## src/rtl/coordinated_move_fifo.sv

```systemverilog
// Assembles multi-word coordinated-move messages from SPI words and queues complete
// moves in a first-word-fall-through FIFO consumed by the DDA timers via valid/ready.
module coordinated_move_fifo #(
  parameter int         MOTOR_COUNT = 1,
  parameter int         DEPTH_BITS  = 2,
  parameter logic [7:0] CMD_STEP    = 8'h01,
  parameter logic [7:0] CMD_FLUSH   = 8'h0F
) (
  input  logic                       CLK,
  input  logic                       reset,
  input  logic                       word_valid,
  input  logic [63:0]                word_data,
  input  logic                       frame_abort,
  input  logic                       move_ready,
  output logic                       move_valid,
  output logic [MOTOR_COUNT-1:0]     move_dir,
  output logic [63:0]                move_duration,
  output logic [64*MOTOR_COUNT-1:0]  move_increment,
  output logic [64*MOTOR_COUNT-1:0]  move_incinc,
  output logic [DEPTH_BITS:0]        fifo_count,
  output logic                       fifo_full,
  output logic                       busy,
  output logic                       overflow,
  output logic [63:0]                reply_data
);

  localparam int         DEPTH       = 1 << DEPTH_BITS;
  localparam int         DW          = 64 * MOTOR_COUNT;
  localparam logic [2:0] LAST_AXIS   = 3'(MOTOR_COUNT - 1);
  localparam logic [4:0] DISCARD_LEN = 5'(2 * MOTOR_COUNT + 1);

  typedef enum logic [2:0] {IDLE, DUR, INC, INCINC, DISCARD} state_t;

  state_t                state_reg, state_next;
  logic [2:0]            axis_reg, axis_next;
  logic [4:0]            skip_reg, skip_next;
  logic                  word_take;
  logic                  header_take;
  logic                  step_start;
  logic                  commit;
  logic                  flush;
  logic                  overflow_set;
  logic                  pop;

  logic [MOTOR_COUNT-1:0] dir_reg;
  logic [63:0]            dur_reg;
  logic [DW-1:0]          inc_stage;
  logic [DW-1:0]          incinc_stage;
  logic [DW-1:0]          commit_incinc;

  logic [DEPTH_BITS-1:0]  wr_ptr_reg, rd_ptr_reg;
  logic [DEPTH_BITS:0]    count_reg;
  logic                   overflow_reg;
  logic [63:0]            reply_reg;

  logic [MOTOR_COUNT-1:0] dir_mem    [DEPTH];
  logic [63:0]            dur_mem    [DEPTH];
  logic [DW-1:0]          inc_mem    [DEPTH];
  logic [DW-1:0]          incinc_mem [DEPTH];

  assign word_take = word_valid && !frame_abort;

  always_ff @(posedge CLK or posedge reset) begin
    if (reset) begin
      state_reg <= IDLE;
      axis_reg  <= '0;
      skip_reg  <= '0;
    end else begin
      state_reg <= state_next;
      axis_reg  <= axis_next;
      skip_reg  <= skip_next;
    end
  end

  always_comb begin
    state_next   = state_reg;
    axis_next    = axis_reg;
    skip_next    = skip_reg;
    header_take  = 1'b0;
    step_start   = 1'b0;
    commit       = 1'b0;
    flush        = 1'b0;
    overflow_set = 1'b0;
    if (frame_abort) begin
      state_next = IDLE;
      axis_next  = '0;
      skip_next  = '0;
    end else if (word_valid) begin
      case (state_reg)
        IDLE: begin
          header_take = 1'b1;
          if (word_data[63:56] == CMD_STEP) begin
            // Room is decided here; later pops cannot rescue a dropped move.
            if (fifo_full) begin
              state_next = DISCARD;
              skip_next  = DISCARD_LEN;
            end else begin
              step_start = 1'b1;
              state_next = DUR;
              axis_next  = '0;
            end
          end else if (word_data[63:56] == CMD_FLUSH) begin
            flush = 1'b1;
          end
        end
        DUR:    state_next = INC;
        INC:    state_next = INCINC;
        INCINC: begin
          if (axis_reg == LAST_AXIS) begin
            commit     = 1'b1;
            state_next = IDLE;
            axis_next  = '0;
          end else begin
            axis_next  = axis_reg + 3'd1;
            state_next = INC;
          end
        end
        DISCARD: begin
          if (skip_reg == 5'd1) begin
            overflow_set = 1'b1;
            state_next   = IDLE;
            skip_next    = '0;
          end else begin
            skip_next = skip_reg - 5'd1;
          end
        end
        default: state_next = IDLE;
      endcase
    end
  end

  always_ff @(posedge CLK or posedge reset) begin
    if (reset) begin
      dir_reg <= '0;
      dur_reg <= '0;
    end else begin
      if (step_start)
        dir_reg <= word_data[MOTOR_COUNT-1:0];
      if (word_take && state_reg == DUR)
        dur_reg <= word_data;
    end
  end

  genvar gi;
  generate
    for (gi = 0; gi < MOTOR_COUNT; gi++) begin : g_axis
      logic [63:0] inc_reg, incinc_reg;
      always_ff @(posedge CLK or posedge reset) begin
        if (reset) begin
          inc_reg    <= '0;
          incinc_reg <= '0;
        end else if (word_take && axis_reg == 3'(gi)) begin
          if (state_reg == INC)
            inc_reg <= word_data;
          if (state_reg == INCINC)
            incinc_reg <= word_data;
        end
      end
      assign inc_stage[gi*64 +: 64]    = inc_reg;
      assign incinc_stage[gi*64 +: 64] = incinc_reg;
    end
  endgenerate

  // The last axis's incinc arrives on the commit cycle itself, so it bypasses staging.
  always_comb begin
    commit_incinc              = incinc_stage;
    commit_incinc[DW-1 -: 64]  = word_data;
  end

  always_ff @(posedge CLK) begin
    if (commit) begin
      dir_mem[wr_ptr_reg]    <= dir_reg;
      dur_mem[wr_ptr_reg]    <= dur_reg;
      inc_mem[wr_ptr_reg]    <= inc_stage;
      incinc_mem[wr_ptr_reg] <= commit_incinc;
    end
  end

  assign pop = move_valid && move_ready;

  always_ff @(posedge CLK or posedge reset) begin
    if (reset) begin
      wr_ptr_reg   <= '0;
      rd_ptr_reg   <= '0;
      count_reg    <= '0;
      overflow_reg <= 1'b0;
      reply_reg    <= '0;
    end else begin
      if (flush) begin
        wr_ptr_reg   <= '0;
        rd_ptr_reg   <= '0;
        count_reg    <= '0;
        overflow_reg <= 1'b0;
      end else begin
        if (commit)
          wr_ptr_reg <= wr_ptr_reg + 1'b1;
        if (pop)
          rd_ptr_reg <= rd_ptr_reg + 1'b1;
        if (commit && !pop)
          count_reg <= count_reg + 1'b1;
        else if (pop && !commit)
          count_reg <= count_reg - 1'b1;
        if (overflow_set)
          overflow_reg <= 1'b1;
      end
      // Status snapshot is taken as it stood when the header arrived.
      if (header_take)
        reply_reg <= {48'b0, 8'(count_reg), 5'b0, move_valid, overflow_reg, fifo_full};
    end
  end

  assign move_valid     = (count_reg != '0);
  assign fifo_full      = (count_reg == (DEPTH_BITS + 1)'(DEPTH));
  assign fifo_count     = count_reg;
  assign overflow       = overflow_reg;
  assign busy           = (state_reg != IDLE);
  assign reply_data     = reply_reg;
  // Head fields read zero while empty so reset and drained states look identical.
  assign move_dir       = move_valid ? dir_mem[rd_ptr_reg]    : '0;
  assign move_duration  = move_valid ? dur_mem[rd_ptr_reg]    : '0;
  assign move_increment = move_valid ? inc_mem[rd_ptr_reg]    : '0;
  assign move_incinc    = move_valid ? incinc_mem[rd_ptr_reg] : '0;

endmodule

```

## config.mk

```make
export PLATFORM = sky130hd
export DESIGN_NAME = coordinated_move_fifo
export DESIGN_NICKNAME = d
export VERILOG_FILES = /design/src/rtl/coordinated_move_fifo.sv
export SDC_FILE = /design/constraint.sdc
export NUM_CORES = 1
export LEC_CHECK = 0
export CAP_MARGIN = 20
export CORE_UTILIZATION = 25
export CTS_CLUSTER_SIZE = 40
export DETAILED_ROUTE_END_ITERATION = 6
export HOLD_SLACK_MARGIN = 0.03
export SYNTH_ARGS = -nofsm -noshare
export SYNTH_HDL_FRONTEND = slang
export SYNTH_SLANG_ARGS = --single-unit
```

## constraint.sdc

```tcl
create_clock -name CLK -period 5.75 [get_ports CLK]
set_input_delay 0.8625 -clock CLK [delete_from_list [all_inputs] [get_ports CLK]]
set_output_delay 0.8625 -clock CLK [all_outputs]
set_load 0.1 [all_outputs]
```

# Yosys cells after proc, flatten, opt, wreduce, memory -nomap -nowiden
# Memories as Yosys holds them, arrays and structs flattened.
# Cells that the tools add are included.
# classes
muxes,55
reduce_logical,24
addsub,6
n_eq_ne,12
# op_table
cell,n
$mux 64,3
$mux 3,13
$mux 1,26
$mux 5,5
$pmux 3 s5,1
$reduce_bool 3->1,5
$ne 3x3->1 const B,4
$mux 2,5
$pmux 5 s2,1
$eq 8x1->1 const B,1
$eq 8x4->1 const B,1
$reduce_and 4->1,2
$reduce_bool 2->1,4
$add 3x1->3 const B,2
$eq 3x2->1 const B,2
$eq 3x3->1 const B,2
$logic_and 1x1->1,6
$logic_not 3->1,2
$pmux 3 s2,1
$eq 5x1->1 const B,1
$sub 5x1->5 const B,1
$add 2x1->2 const B,2
$eq 3x1->1 const B,1
$logic_not 1->1,3
3 further kinds,3
# word_totals
mem_count,4
ramBits,772
word_cells,112
out_inout_bits,264
register_bits,154
in_bits,69
# mem_list
name,words,word_bits,read_ports,rd_clocked_by_memory_dff,write_ports,line,rtl
dur_mem,4,64,1,0,1,57,logic [63:0] dur_mem [DEPTH];
inc_mem,4,64,1,0,1,58,logic [DW-1:0] inc_mem [DEPTH];
incinc_mem,4,64,1,0,1,59,logic [DW-1:0] incinc_mem [DEPTH];
dir_mem,4,1,1,0,1,56,logic [MOTOR_COUNT-1:0] dir_mem [DEPTH];

# Longest topological paths before layout
# depth
ltp_word,10
mapped_depth,8
depth_no_buf,8

# Worst setup path before layout
# Ideal clock, no wire load.
# synth_path
kind,input -> register
startpoint,in frame_abort
endpoint,"mem dir_mem[1], enable pin"
setup_time_ns,0.577
cell_stages,4
t_required_ns,5.173
setup_slack_ns,-0.826
arrival_time_ns,5.999
path_cell_list,buf_4 > nand4bb_4 > nor3_4 > and2_1
# synth_between
elab_chain_len,3
# synth_lines
item,line,rtl
from (decl),13,"input logic frame_abort,"
$mux 1,84,if (frame_abort) begin
$mux 1,171,if (commit) begin
$mux 1 (not written as such),172,dir_mem[wr_ptr_reg] <= dir_reg;
to (decl),56,
# Every way passes these cells.

# Worst setup path in the final report
# layout_path
startpoint,reg rd_ptr_reg[1]
endpoint,out move_duration[31]
# layout_between
elab_chain_len,2
# layout_lines
item,line,rtl
from (decl),51,"logic [DEPTH_BITS-1:0] wr_ptr_reg, rd_ptr_reg;"
from (signal assigned),198,rd_ptr_reg <= rd_ptr_reg + 1'b1;
$mem_v2 4x64,--,
$mux 64,220,assign move_duration = move_valid ? dur_mem[rd_ptr_reg] : '0;
to (decl),17,"output logic [63:0] move_duration,"
# Every way passes these cells.

==> results.json <==
{
  "crit_type": "register to primary output",
  "synth_ff_type": "edfxtp_1",
  "hpwl_um": 48100,
  "postSynthCellCount": 1717,
  "wirelength_um": 80900,
  "tns_ns": 0,
  "portBuffers": 274,
  "avgRoutedWirePerCell_um": 20.0,
  "cts_max_level": 3,
  "grt_pass1_wl_um": 121000,
  "hold_viol_final": 0,
  "insertion_delay_ns": 0.70,
  "mostFrequentLayoutCell": "edfxtp_1",
  "start_util_pct": 25.3,
  "drv_cap": 0,
  "dieWidth_um": 381,
  "setup_viol": 0,
  "netlist.area_leader.share_pct": 64.6,
  "min_path_type": "register to register",
  "critPathArrivalTime_ns": 3.79,
  "ctsResizeCount": 0,
  "synth_edf_count": 772,
  "ys_top_cells_by_area": "edfxtp_1 (65%), mux4_2 (12%), dfrtp_1 (11%), mux2_2 (3.8%), and2_1 (3.5%)",
  "cts_num_sinks": 926,
  "final_nets": 2133,
  "drc": 0,
  "seq_area_frac_synth_pct": 75.3,
  "grt_use_total_pct": 11.2,
  "overflow": 0,
  "cts.clk_slew.worst_paths_ns": 0.06,
  "detailroute.via_count": 16970,
  "fp.dieH_um": 381,
  "die-area_um2": 145000,
  "utilization_pct": 31.3,
  "cts_tree": "done",
  "rsz0062_at_grt": "false",
  "syn_area_um2": 35900,
  "final_cell_mix": "edfxtp_1 (772), clkdlybuf4s50_1 (274), and2_1 (194)",
  "drt_pre_antenna_iters": 5,
  "ant_nets": 0,
  "outcome": "completed",
  "area_growth_pct": 23.8,
  "critical_path_required_ns": 4.89,
  "n_fill_cell": 13686,
  "clock_skew_ns": 0.0346,
  "drive_above_1_share_pct": 25.0,
  "synth-seq-cells": 926,
  "postSynthAreaPerCell_um2": 20.9,
  "crit_fanout": 43,
  "reg_top3": "dur_mem (256), inc_mem (256), incinc_mem (256)",
  "gp_congestion": 0.691,
  "ys_warn_count": 0,
  "finalMaxSlewViolations": 0,
  "finalCritPeriodShare_pct": 80.8,
  "routed_via_density": 4.21,
  "fin_crit_ns": 4.65,
  "grt_pass1_vias": 18039,
  "cts_hold_buf": 0,
  "placement_rows": 138,
  "clk_path_buf_depth": 3,
  "cp_cell_sequence": "buf_4, mux4_2, and2_1, clkdlybuf4s50_1",
  "max_slew_margin_pct": 12.6,
  "crit_path_start_kind": "register",
  "yosys.area.top_type": "edfxtp_1",
  "core_area_um2": 142000,
  "cpPeakStageDelay_ns": 1.16,
  "synthArstFlopShare_pct": 16.6,
  "fmax_mhz": 215,
  "worst_pin_slew_ns": 1.31,
  "cts_buffers": 100,
  "floorplan.io_pins": 333,
  "end_kind": "primary output",
  "cp_slowest_cell": "clkdlybuf4s50_1",
  "cts_root_buffer": "clkbuf_16",
  "grt_start_max_net_pins": 115,
  "synth_cell_type_count": 56,
  "antenna_found_initial": 6,
  "cts_setup_buffers": 0,
  "drtIter0Drc": 1126
}
cells in the mapped netlist (all sizes together), types with 3 or more instances:
library cell	number
edfxtp	772
and2	198
mux4	193
dfrtp	154
mux2	134
buf	103
clkbuf	39
inv	13
nor2	13
o21ai	12
nand2	9
ha	8
mux2i	7
nor2b	5
nor3	5
or4	5
a21oi	4
or3	4
a31oi	3
nor3b	3
nor4b	3
o31ai	3
xnor2	3
metal layers:
layer	global-route usage [%]	wire length, µm
met2	17.3	37400
met1	14.9	36100
met5	0	32
met4	3.67	1800
met3	3.39	5590
logic make-up after synthesis:
| logic type | count (synthesis) | share of synthesized area, % |
|---|---|---|
| AO/OA/AOI/OAI | 32 | 0.666 |
| XOR/XNOR | 5 | 0.122 |
| adder cells (fa/ha/maj) | 9 | 0.335 |
| buffers and inverters | 156 | 2.45 |
| flip-flops | 926 | 75.3 |
| multiplexers | 334 | 16.5 |
| other | 1 | 0.0105 |
| AND/OR/NAND/NOR | 254 | 4.53 |
area by class of cell:
class	instances	area (µm²)	share of cell area, %
multi-input combinational	692	8220	18.5
tap	1890	2360	5.32
timing repair buffer	321	3410	7.67
clock inverter	36	467	1.05
inverter	14	65.1	0.146
clock buffer	154	2870	6.45
antenna	2	5.00	0.0113
sequential	926	27000	60.9
worst max-delay path: cells and delay by family (launching register included):
family,cells,cell delay [ns]
buffers and inverters,2,1.61
flip-flops,1,0.96
multiplexers,1,0.25
AND/OR/NAND/NOR,1,0.19
metrics by stage:
stage	worst slack (ns)	cell area (µm²)	hold slack (ns)	std cells
after CTS	0.911	44400	0.488	4030
after floorplan	0.738	36100	0.469	1774
after global placement	1.72	41000	0.476	3837
after global routing	0.856	44400	0.516	4033
after detailed placement	1.73	41000	0.482	3840
final	1.10	44400	0.491	4035
path summary, 6_finish.rpt:
check	cells past startpoint	slack, ns	endpoint	startpoint
worst min-delay path	0	0.49	inc_mem[1][12]$_DFFE_PP_	g_axis[0].inc_reg[12]$_DFFE_PP0P_
min in group asynchronous	2	0.55	g_axis[0].inc_reg[6]$_DFFE_PP0P_	reset
max in group asynchronous	3	4.14	g_axis[0].inc_reg[12]$_DFFE_PP0P_	reset
worst min register to register	0	0.49	inc_mem[1][12]$_DFFE_PP_	g_axis[0].inc_reg[12]$_DFFE_PP0P_
worst max register to register	4	2.70	incinc_mem[0][21]$_DFFE_PP_	state_reg[0]$_DFFE_PP0P_
worst max-delay path	4	1.10	move_duration[31]	rd_ptr_reg[1]$_DFFE_PP0P_
Power is left out: the tool's default activity adds up to more than one toggle a clock period on the data nets, which glitch-free logic cannot reach.
